`config.mk`:
```
export PLATFORM = sky130hd
export DESIGN_NAME = seq_alu_core
export DESIGN_NICKNAME = d
export VERILOG_FILES = /design/src/rtl/alu_pkg.sv /design/src/rtl/seq_divider.sv /design/src/rtl/seq_alu_core.sv
export SDC_FILE = /design/constraint.sdc
export NUM_CORES = 1
export LEC_CHECK = 0
export CORE_UTILIZATION = 25
export CTS_BUF_LIST = sky130_fd_sc_hd__clkbuf_2 sky130_fd_sc_hd__clkbuf_4 sky130_fd_sc_hd__clkbuf_8
export CTS_CLUSTER_DIAMETER = 60
export CTS_CLUSTER_SIZE = 24
export DETAILED_ROUTE_END_ITERATION = 8
export MAX_ROUTING_LAYER = met4
export PLACE_DENSITY = 0.41
export RECOVER_POWER = 50
export SYNTH_ARGS = -nofsm -noshare
export SYNTH_HDL_FRONTEND = slang
export SYNTH_SLANG_ARGS = --single-unit
```
`constraint.sdc`:
```
create_clock -name clk -period 15.79 [get_ports clk]
set_input_delay 1.579 -clock clk [delete_from_list [all_inputs] [get_ports clk]]
set_output_delay 1.579 -clock clk [all_outputs]
set_load 0.02 [all_outputs]
```
`src/rtl/alu_pkg.sv`:
```
// alu_pkg: opcodes, FSM states and constant masks shared by the sequential ALU core.
package alu_pkg;
  localparam logic [3:0] OP_ADD  = 4'h0;
  localparam logic [3:0] OP_SUB  = 4'h1;
  localparam logic [3:0] OP_MUL  = 4'h2;
  localparam logic [3:0] OP_DIV  = 4'h3;
  localparam logic [3:0] OP_ROL  = 4'h4;
  localparam logic [3:0] OP_ROR  = 4'h5;
  localparam logic [3:0] OP_PENC = 4'h6;
  localparam logic [3:0] OP_GRAY = 4'h7;
  localparam logic [3:0] OP_MAJ  = 4'h8;
  localparam logic [3:0] OP_MOD  = 4'h9;
  localparam logic [3:0] OP_AND  = 4'hA;
  localparam logic [3:0] OP_OR   = 4'hB;
  localparam logic [3:0] OP_NOT  = 4'hC;
  localparam logic [3:0] OP_XOR  = 4'hD;
  localparam logic [3:0] OP_GT   = 4'hE;
  localparam logic [3:0] OP_EQ   = 4'hF;
  typedef enum logic [1:0] {IDLE, DIV, DONE} state_t;
  // repeated 2'b10 pattern, truncated by the user to its operand width
  function automatic logic [63:0] alt_mask();
    return {32{2'b10}};
  endfunction
endpackage

```
`src/rtl/seq_divider.sv`:
```
// seq_divider: restoring unsigned divider, one quotient bit per clock, WIDTH iterations.
module seq_divider #(
  parameter int WIDTH = 8
) (
  input  logic             clk,
  input  logic             rst_n,
  input  logic             start,
  input  logic [WIDTH-1:0] dividend,
  input  logic [WIDTH-1:0] divisor,
  output logic             busy,
  output logic             done,
  output logic [WIDTH-1:0] quotient,
  output logic [WIDTH-1:0] remainder
);
  localparam int CW = $clog2(WIDTH);
  localparam logic [CW-1:0] INIT = CW'(WIDTH - 1);
  localparam logic [CW-1:0] LAST = CW'(1);
  logic [WIDTH-1:0] dsr, rem_src, quo_src, rem_nxt, quo_nxt;
  logic [WIDTH:0] shifted, diff;
  logic [CW-1:0] cnt;
  // the start cycle already performs the first iteration on the raw operands
  always_comb begin
    rem_src = start ? '0 : remainder;
    quo_src = start ? dividend : quotient;
    shifted = {rem_src, quo_src[WIDTH-1]};
    diff = shifted - {1'b0, start ? divisor : dsr};
    rem_nxt = diff[WIDTH] ? shifted[WIDTH-1:0] : diff[WIDTH-1:0];
    quo_nxt = {quo_src[WIDTH-2:0], ~diff[WIDTH]};
  end
  always_ff @(posedge clk or negedge rst_n)
    if (!rst_n) begin
      dsr <= '0;
      quotient <= '0;
      remainder <= '0;
      cnt <= '0;
      busy <= 1'b0;
      done <= 1'b0;
    end else if (start) begin
      dsr <= divisor;
      quotient <= quo_nxt;
      remainder <= rem_nxt;
      cnt <= INIT;
      busy <= 1'b1;
      done <= 1'b0;
    end else if (busy) begin
      quotient <= quo_nxt;
      remainder <= rem_nxt;
      cnt <= cnt - 1'b1;
      busy <= cnt != LAST;
      done <= cnt == LAST;
    end else begin
      done <= 1'b0;
    end
endmodule

```
`src/rtl/seq_alu_core.sv`:
```
// seq_alu_core: handshaked WIDTH-bit 16-op ALU with accumulator chaining and a multi-cycle divide.
module seq_alu_core
  import alu_pkg::*;
#(
  parameter int WIDTH    = 8,
  parameter int MOD_Q    = 17,
  parameter int SECRET_S = 3,
  parameter int ERROR_E  = 2
) (
  input  logic             clk,
  input  logic             rst_n,
  input  logic             in_valid,
  output logic             in_ready,
  input  logic [WIDTH-1:0] in_a,
  input  logic [WIDTH-1:0] in_b,
  input  logic [3:0]       in_op,
  input  logic             in_acc,
  output logic             out_valid,
  input  logic             out_ready,
  output logic [WIDTH-1:0] out_result,
  output logic             out_zero,
  output logic             out_carry,
  output logic             out_sign,
  output logic             out_error
);
  localparam int MW = 2 * WIDTH + 2;
  localparam logic [WIDTH-1:0] ALT = WIDTH'(alt_mask());
  state_t state, state_nxt;
  logic [WIDTH-1:0] acc, a, res, penc, div_q, unused_rem;
  logic [WIDTH:0] sum, dif;
  logic [2*WIDTH-1:0] prod;
  logic accept, div_zero, div_start, div_done, carry, unused_busy;
  assign in_ready = state == IDLE;
  assign out_valid = state == DONE;
  assign accept = in_ready && in_valid;
  assign a = in_acc ? acc : in_a;
  assign div_zero = in_op == OP_DIV && in_b == '0;
  assign div_start = accept && in_op == OP_DIV && !div_zero;
  seq_divider #(.WIDTH(WIDTH)) u_div (
    .clk(clk),
    .rst_n(rst_n),
    .start(div_start),
    .dividend(a),
    .divisor(in_b),
    .busy(unused_busy),
    .done(div_done),
    .quotient(div_q),
    .remainder(unused_rem)
  );
  // every non-divide op, plus divide by zero, resolves here in the accept cycle
  always_comb begin
    sum = {1'b0, a} + {1'b0, in_b};
    dif = {1'b0, a} - {1'b0, in_b};
    prod = {{WIDTH{1'b0}}, a} * {{WIDTH{1'b0}}, in_b};
    penc = '1;
    for (int i = 0; i < WIDTH; i++) if (a[i]) penc = WIDTH'(i);
    res = '0;
    carry = 1'b0;
    case (in_op)
      OP_ADD:  {carry, res} = sum;
      OP_SUB:  {carry, res} = dif;
      OP_MUL:  begin
        res = prod[WIDTH-1:0];
        carry = |prod[2*WIDTH-1:WIDTH];
      end
      OP_ROL:  res = {a[WIDTH-2:0], a[WIDTH-1]};
      OP_ROR:  res = {a[0], a[WIDTH-1:1]};
      OP_PENC: res = penc;
      OP_GRAY: res = a ^ (a >> 1);
      OP_MAJ:  res = (a & in_b) | (a & ALT) | (in_b & ~ALT);
      OP_MOD:  res = WIDTH'((MW'(a) * MW'(SECRET_S) + MW'(ERROR_E)) % MW'(MOD_Q));
      OP_AND:  res = a & in_b;
      OP_OR:   res = a | in_b;
      OP_NOT:  res = ~a;
      OP_XOR:  res = a ^ in_b;
      OP_GT:   res = {{(WIDTH-1){1'b0}}, a > in_b};
      OP_EQ:   res = {{(WIDTH-1){1'b0}}, a == in_b};
      default: res = '0;
    endcase
  end
  always_comb begin
    state_nxt = state;
    case (state)
      IDLE:    if (in_valid) state_nxt = div_start ? DIV : DONE;
      DIV:     if (div_done) state_nxt = DONE;
      DONE:    if (out_ready) state_nxt = IDLE;
      default: state_nxt = IDLE;
    endcase
  end
  always_ff @(posedge clk or negedge rst_n)
    if (!rst_n) state <= IDLE;
    else state <= state_nxt;
  always_ff @(posedge clk or negedge rst_n)
    if (!rst_n) begin
      out_result <= '0;
      out_zero <= 1'b0;
      out_carry <= 1'b0;
      out_sign <= 1'b0;
      out_error <= 1'b0;
      acc <= '0;
    end else begin
      if (accept && !div_start) begin
        out_result <= res;
        out_zero <= res == '0 || div_zero;
        out_carry <= carry;
        out_sign <= (in_op <= OP_DIV) && res[WIDTH-1];
        out_error <= div_zero;
      end else if (state == DIV && div_done) begin
        out_result <= div_q;
        out_zero <= div_q == '0;
        out_carry <= 1'b0;
        out_sign <= div_q[WIDTH-1];
        out_error <= 1'b0;
      end
      if (out_valid && out_ready) acc <= out_result;
    end
endmodule

```
# --- Yosys cells after proc, flatten, opt, wreduce, memory -nomap -nowiden ---
# Index checks and enable logic that the tools add are counted.
op_classes:
  addsub: 5
  n_mul: 2
  div_mod_pow: 1
  magnitude_cmp: 2
  eq_ne: 23
  n_mux: 39
  bitwise_logic: 8
  n_reduce_logical: 20
op_table:
  columns: ["cell", "n"]
  rows:
  - ["$mux W8", 19]
  - ["$pmux W8 S15", 1]
  - ["$eq A4 B4 Y1 const B", 8]
  - ["$logic_not A8 Y1", 3]
  - ["$mod A18 B5 Y18 const B", 1]
  - ["$eq A4 B3 Y1 const B", 4]
  - ["$mul A8 B8 Y16", 1]
  - ["$or A8 B8 Y8", 2]
  - ["$add A10 B2 Y11 const B", 1]
  - ["$mux W1", 11]
  - ["$mul A8 B2 Y10 const B", 1]
  - ["$add A8 B8 Y9", 1]
  - ["$sub A8 B8 Y9", 1]
  - ["$sub A9 B8 Y9", 1]
  - ["$and A8 B8 Y8", 1]
  - ["$eq A4 B2 Y1 const B", 2]
  - ["$eq A8 B8 Y1", 1]
  - ["$gt A8 B8 Y1", 1]
  - ["$logic_and A1 B1 Y1", 8]
  - ["$mux W2", 4]
  - ["$not A8 Y8", 1]
  - ["$or A8 B7 Y8", 1]
  - ["$reduce_or A8 Y1", 1]
  - ["$xor A8 B7 Y8", 1]
  - ["20 further kinds", 24]
word_totals:
  regBits: 51
  in_bits: 25
  out_inout_bits: 14
  word_cells: 113

# --- Logic depth before layout (Yosys ltp) ---
logic_depth:
  word_depth: 13
  depth_mapped: 33

# --- Modules after synthesis ---
# A second synthesis with hierarchy kept.
unflattened:
  cells_unflattened: 1019
  hier_area_um2: 8194.1
by_module_without_submodules:
  columns: ["module", "instances", "cells_each", "area_each_um2"]
  rows:
  - ["seq_alu_core", 1, 853, 6513.7]
  - ["seq_divider", 1, 166, 1680.4]

# --- Worst setup path after synthesis ---
# OpenSTA, ideal clock, no wires.
synth_path:
  kind: "input to register"
  startpoint: "in in_acc"
  endpoint: "reg out_zero"
  setup_ns: 0.120
  t_arrival_ns: 8.697
  path_slack_ns: 6.973
  cell_stages: 31
  path_buffers: 2
  path_cell_list: "clkbuf_1 > mux2i_1 > clkinv_1 > ha_1 > ha_1 > buf_6 > a2111oi_2 > o21ai_2 > o211ai_4 > nand4_2 > a32oi_1 > o21ai_2 > o211a_4 > nor4_4 > nor2_1 > o31a_1 > inv_2 > ha_1 > o21a_2 > a21o_1 > nand2_1 > xnor2_1 > ha_1 > nor2b_1 > nor2b_1 > a32o_1 > a31oi_1 > o21a_1 > o31a_1 > and4_1 > a41o_1"
synth_via:
  elab_chain_cells: 13
  elab_cells_between_ends: 28
synth_lines:
  columns: ["item", "line_no", "rtl"]
  rows:
  - ["start, declared", "seq_alu_core.sv:17", "input logic in_acc,"]
  - ["$mux W8 (*)", "seq_alu_core.sv:36", "assign a = in_acc ? acc : in_a;"]
  - ["branches (longest 8 deep; another with $mod A18 B5 Y18)", null, null]
  - ["$pmux W8 S15 (*)", "seq_alu_core.sv:59", "case (in_op)"]
  - ["$logic_not A8 Y1 (*)", "seq_alu_core.sv:104", "out_zero <= res == '0 || div_zero;"]
  - ["$logic_or A1 B1 Y1 (*)", "seq_alu_core.sv:104", null]
  - ["$mux W1 (*)", "seq_alu_core.sv:102", "if (accept && !div_start) begin"]
  - ["end signal, assigned", "seq_alu_core.sv:104", null]
  - ["end, declared", "seq_alu_core.sv:21", "output logic out_zero,"]
# Mark *: on every way between the ends.
# A chain may end at the register's enable or synchronous reset.

# --- Final worst setup path ---
# Same ends and word-level chain as after synthesis.

==> impl_metrics.json <==
{
  "run_status": "finished with violations",
  "violations": "max-capacitance violations, max-slew violations",
  "clock-sinks": 51,
  "min_period_ns": 9.84,
  "whs_path_depth": 1,
  "yosys.area_share.adder_pct": 23.9,
  "row_count": 65,
  "crit_path_start": "in_acc",
  "first_iter_violations": 602,
  "reg2reg_slack_ns": 7.74,
  "syn-instance-count": 1007,
  "portBuffers": 38,
  "die-area_um2": 33000,
  "max_slew_margin_pct": -94.0,
  "reg2reg_from": "acc[1]",
  "synth_nets": 1162,
  "synth_ff_type": "dfrtp_1",
  "grt_pass1_wl_um": 42900,
  "synth_edf_count": 0,
  "synth_top_family_by_area": "compound AO/OA/AOI/OAI gates",
  "yosysMostFrequentCell": "nor2_1",
  "yosysUniqueCellTypes": 92,
  "grt_util_all_layers_pct": 17.0,
  "yosysTopAreaCell": "dfrtp_1",
  "htreeDepth": 2,
  "ys_top_cells_by_area": "dfrtp_1, ha_1, fa_1",
  "crit_fanout": 17,
  "grt_overflow": 0,
  "cts_hold_buffers": 0,
  "cpMostUsedCell": "ha_1",
  "cts_made_buffers": 5,
  "cap_violations": 1,
  "syn_area_um2": 8070,
  "avgRoutedWirePerCell_um": 18.8,
  "clk_pin_slew_ns": 0.10,
  "r2r_end": "out_zero",
  "synthTopCellsByCount": "nor2_1, nand2_1, ha_1",
  "dr.pass1.iters": 5,
  "finalClockSkew_ns": 0.00608,
  "fin_tns_setup_ns": 0,
  "reg2reg_depth": 32,
  "min_to": "state[0]",
  "place_hpwl_um": 21200,
  "fp.dieW_um": 182,
  "vias": 7593,
  "end_kind": "flip-flop",
  "synthSimpleGateAreaFrac_pct": 20.3,
  "synth.area.mux_share_pct": 5.22,
  "grt_max_degree": 52,
  "detail-route-antenna-nets": 0,
  "synth-seq-area-share_pct": 15.8,
  "drive_gt1_share_pct": 7.34,
  "period_share_pct": 62.3,
  "critical_path_class": "in2reg",
  "finalSetupViolations": 0,
  "cp_data_arrival_time_ns": 10.05,
  "synth-seq-cells": 51,
  "routabilityCongestion": 0.896,
  "hold_start": "u_div.done",
  "grt_pass1_vias": 7385,
  "startpoint_type": "primary input",
  "cp_slowest_cell": "clkdlybuf4s50_1",
  "synth_compound_area_share_pct": 25.6,
  "synth_top_cell_area_share_pct": 15.8,
  "cts_tree": "yes",
  "clock_latency_ns": 0.32,
  "ys_warn_count": 0,
  "layout-area-overhead-vs-synth_pct": 12.2,
  "fp.dieH_um": 182,
  "cts_buffer_depth": 2,
  "fmax_mhz": 102,
  "rsz0062_at_grt": "false",
  "grt_antenna_before_repair": 0,
  "syn_area_per_cell_um2": 8.01,
  "core_area_um2": 31600,
  "ioPinCount": 39,
  "post-cts-setup-buffer-count": 0,
  "wirelength_um": 27100,
  "cts_root_buf": "clkbuf_8",
  "hold_violations": 0,
  "cts_resized": 0,
  "crit_required_ns": 16.00,
  "yosys.area_share.xor_xnor_pct": 2.70,
  "initial_core_util_pct": 25.5,
  "drc": 0,
  "max_stage_delay_ns": 0.81,
  "antenna_cells": 0,
  "via_per_inst": 5.28,
  "async_flop_share_pct": 100,
  "slew_viol_final": 52,
  "worst_pin_slew_ns": 2.91,
  "hp-class": "reg2reg",
  "nets": 1189
}
[critical path: cells and delay by family]
kind                     cells  cell delay, ns
XOR/XNOR                     1            0.29
buffers and inverters        5            1.48
AND/OR/NAND/NOR              8            1.57
adder cells (fa/ha/maj)      5            1.56
multiplexers                 1            0.26
AO/OA/AOI/OAI               13            3.28
[worst max path at each step]
stage / endpoint / slack [ns] / cells after the start
after floorplan: out_zero / 6.97 / 31
after global placement: out_zero / 5.89 / 33
after detailed placement: out_zero / 5.72 / 33
after CTS: out_zero / 6.03 / 33
after global routing: out_zero / 5.35 / 33
final: out_zero / 5.95 / 33
[metrics by stage]
step | hold WS [ns] | std cells | util (%) | instance area [µm²] | setup slack (ns)
floorplan | 0.436 | 1007 | - | 8070 | 6.97
global placement | 0.452 | 1429 | 28.3 | 8940 | 5.89
detailed placement | 0.462 | 1429 | 28.3 | 8940 | 5.72
CTS | 0.482 | 1437 | 28.6 | 9060 | 6.03
finish | 0.476 | 1437 | 28.6 | 9060 | 5.95
global route | 0.519 | 1437 | 28.6 | 9060 | 5.35
[cell usage in the layout (no fill, tap or decap), drive strengths merged, types with 6 or more instances in the layout]
cell type and instances:
a21oi 62, nand2b 10, a32o 6, mux2 11
a211oi 14, fa 40, nand2 91, and2 10
xor2 7, a31oi 6, clkdlybuf4s50 36, buf 19
or3 7, nand3 15, nor4 15, dfrtp 51
mux2i 29, a21o 21, clkbuf 7, nor3 24
o22ai 8, o211ai 7, clkinv 8, a221oi 9
inv 90, xnor2 17, ha 90, o21ai 60
o21a 13, a22oi 8, nor2 129, o32ai 7
nor2b 22
[cell families after synthesis]
family | count (synthesis)
buf+inv | 134
compound gates | 283
flops | 51
xor+xnor | 24
fa+ha+maj | 130
simple gates | 345
mux | 40
[routing by layer]
metal	vias to the layer above	track usage, %	share of wire [%]	routed length, µm
li1	3655	-	-	-
met1	3690	22.7	46	12500
met2	214	27.8	48	12900
met3	34	1.36	4.2	1130
met4	0	3.63	1.9	525
met5	-	-	0	0
[cell type report]
type,instances,area [µm²]
timing repair buffer,57,514
clock buffer,6,82.6
clock inverter,2,35.0
inverter,97,364
sequential,51,1280
multi-input combinational,822,6280
tap,402,503
fill,3446,22600
[flip-flops by register name, summed over array words and instances, names as in the netlist, 2 cells and up]
name             count
u_div.cnt            3
u_div.remainder      8
out_result           8
u_div.quotient       8
state                2
u_div.dsr            8
acc                  8
Power is left out: the tool's default activity adds up to more than one toggle a clock period on the data nets, which glitch-free logic cannot reach.
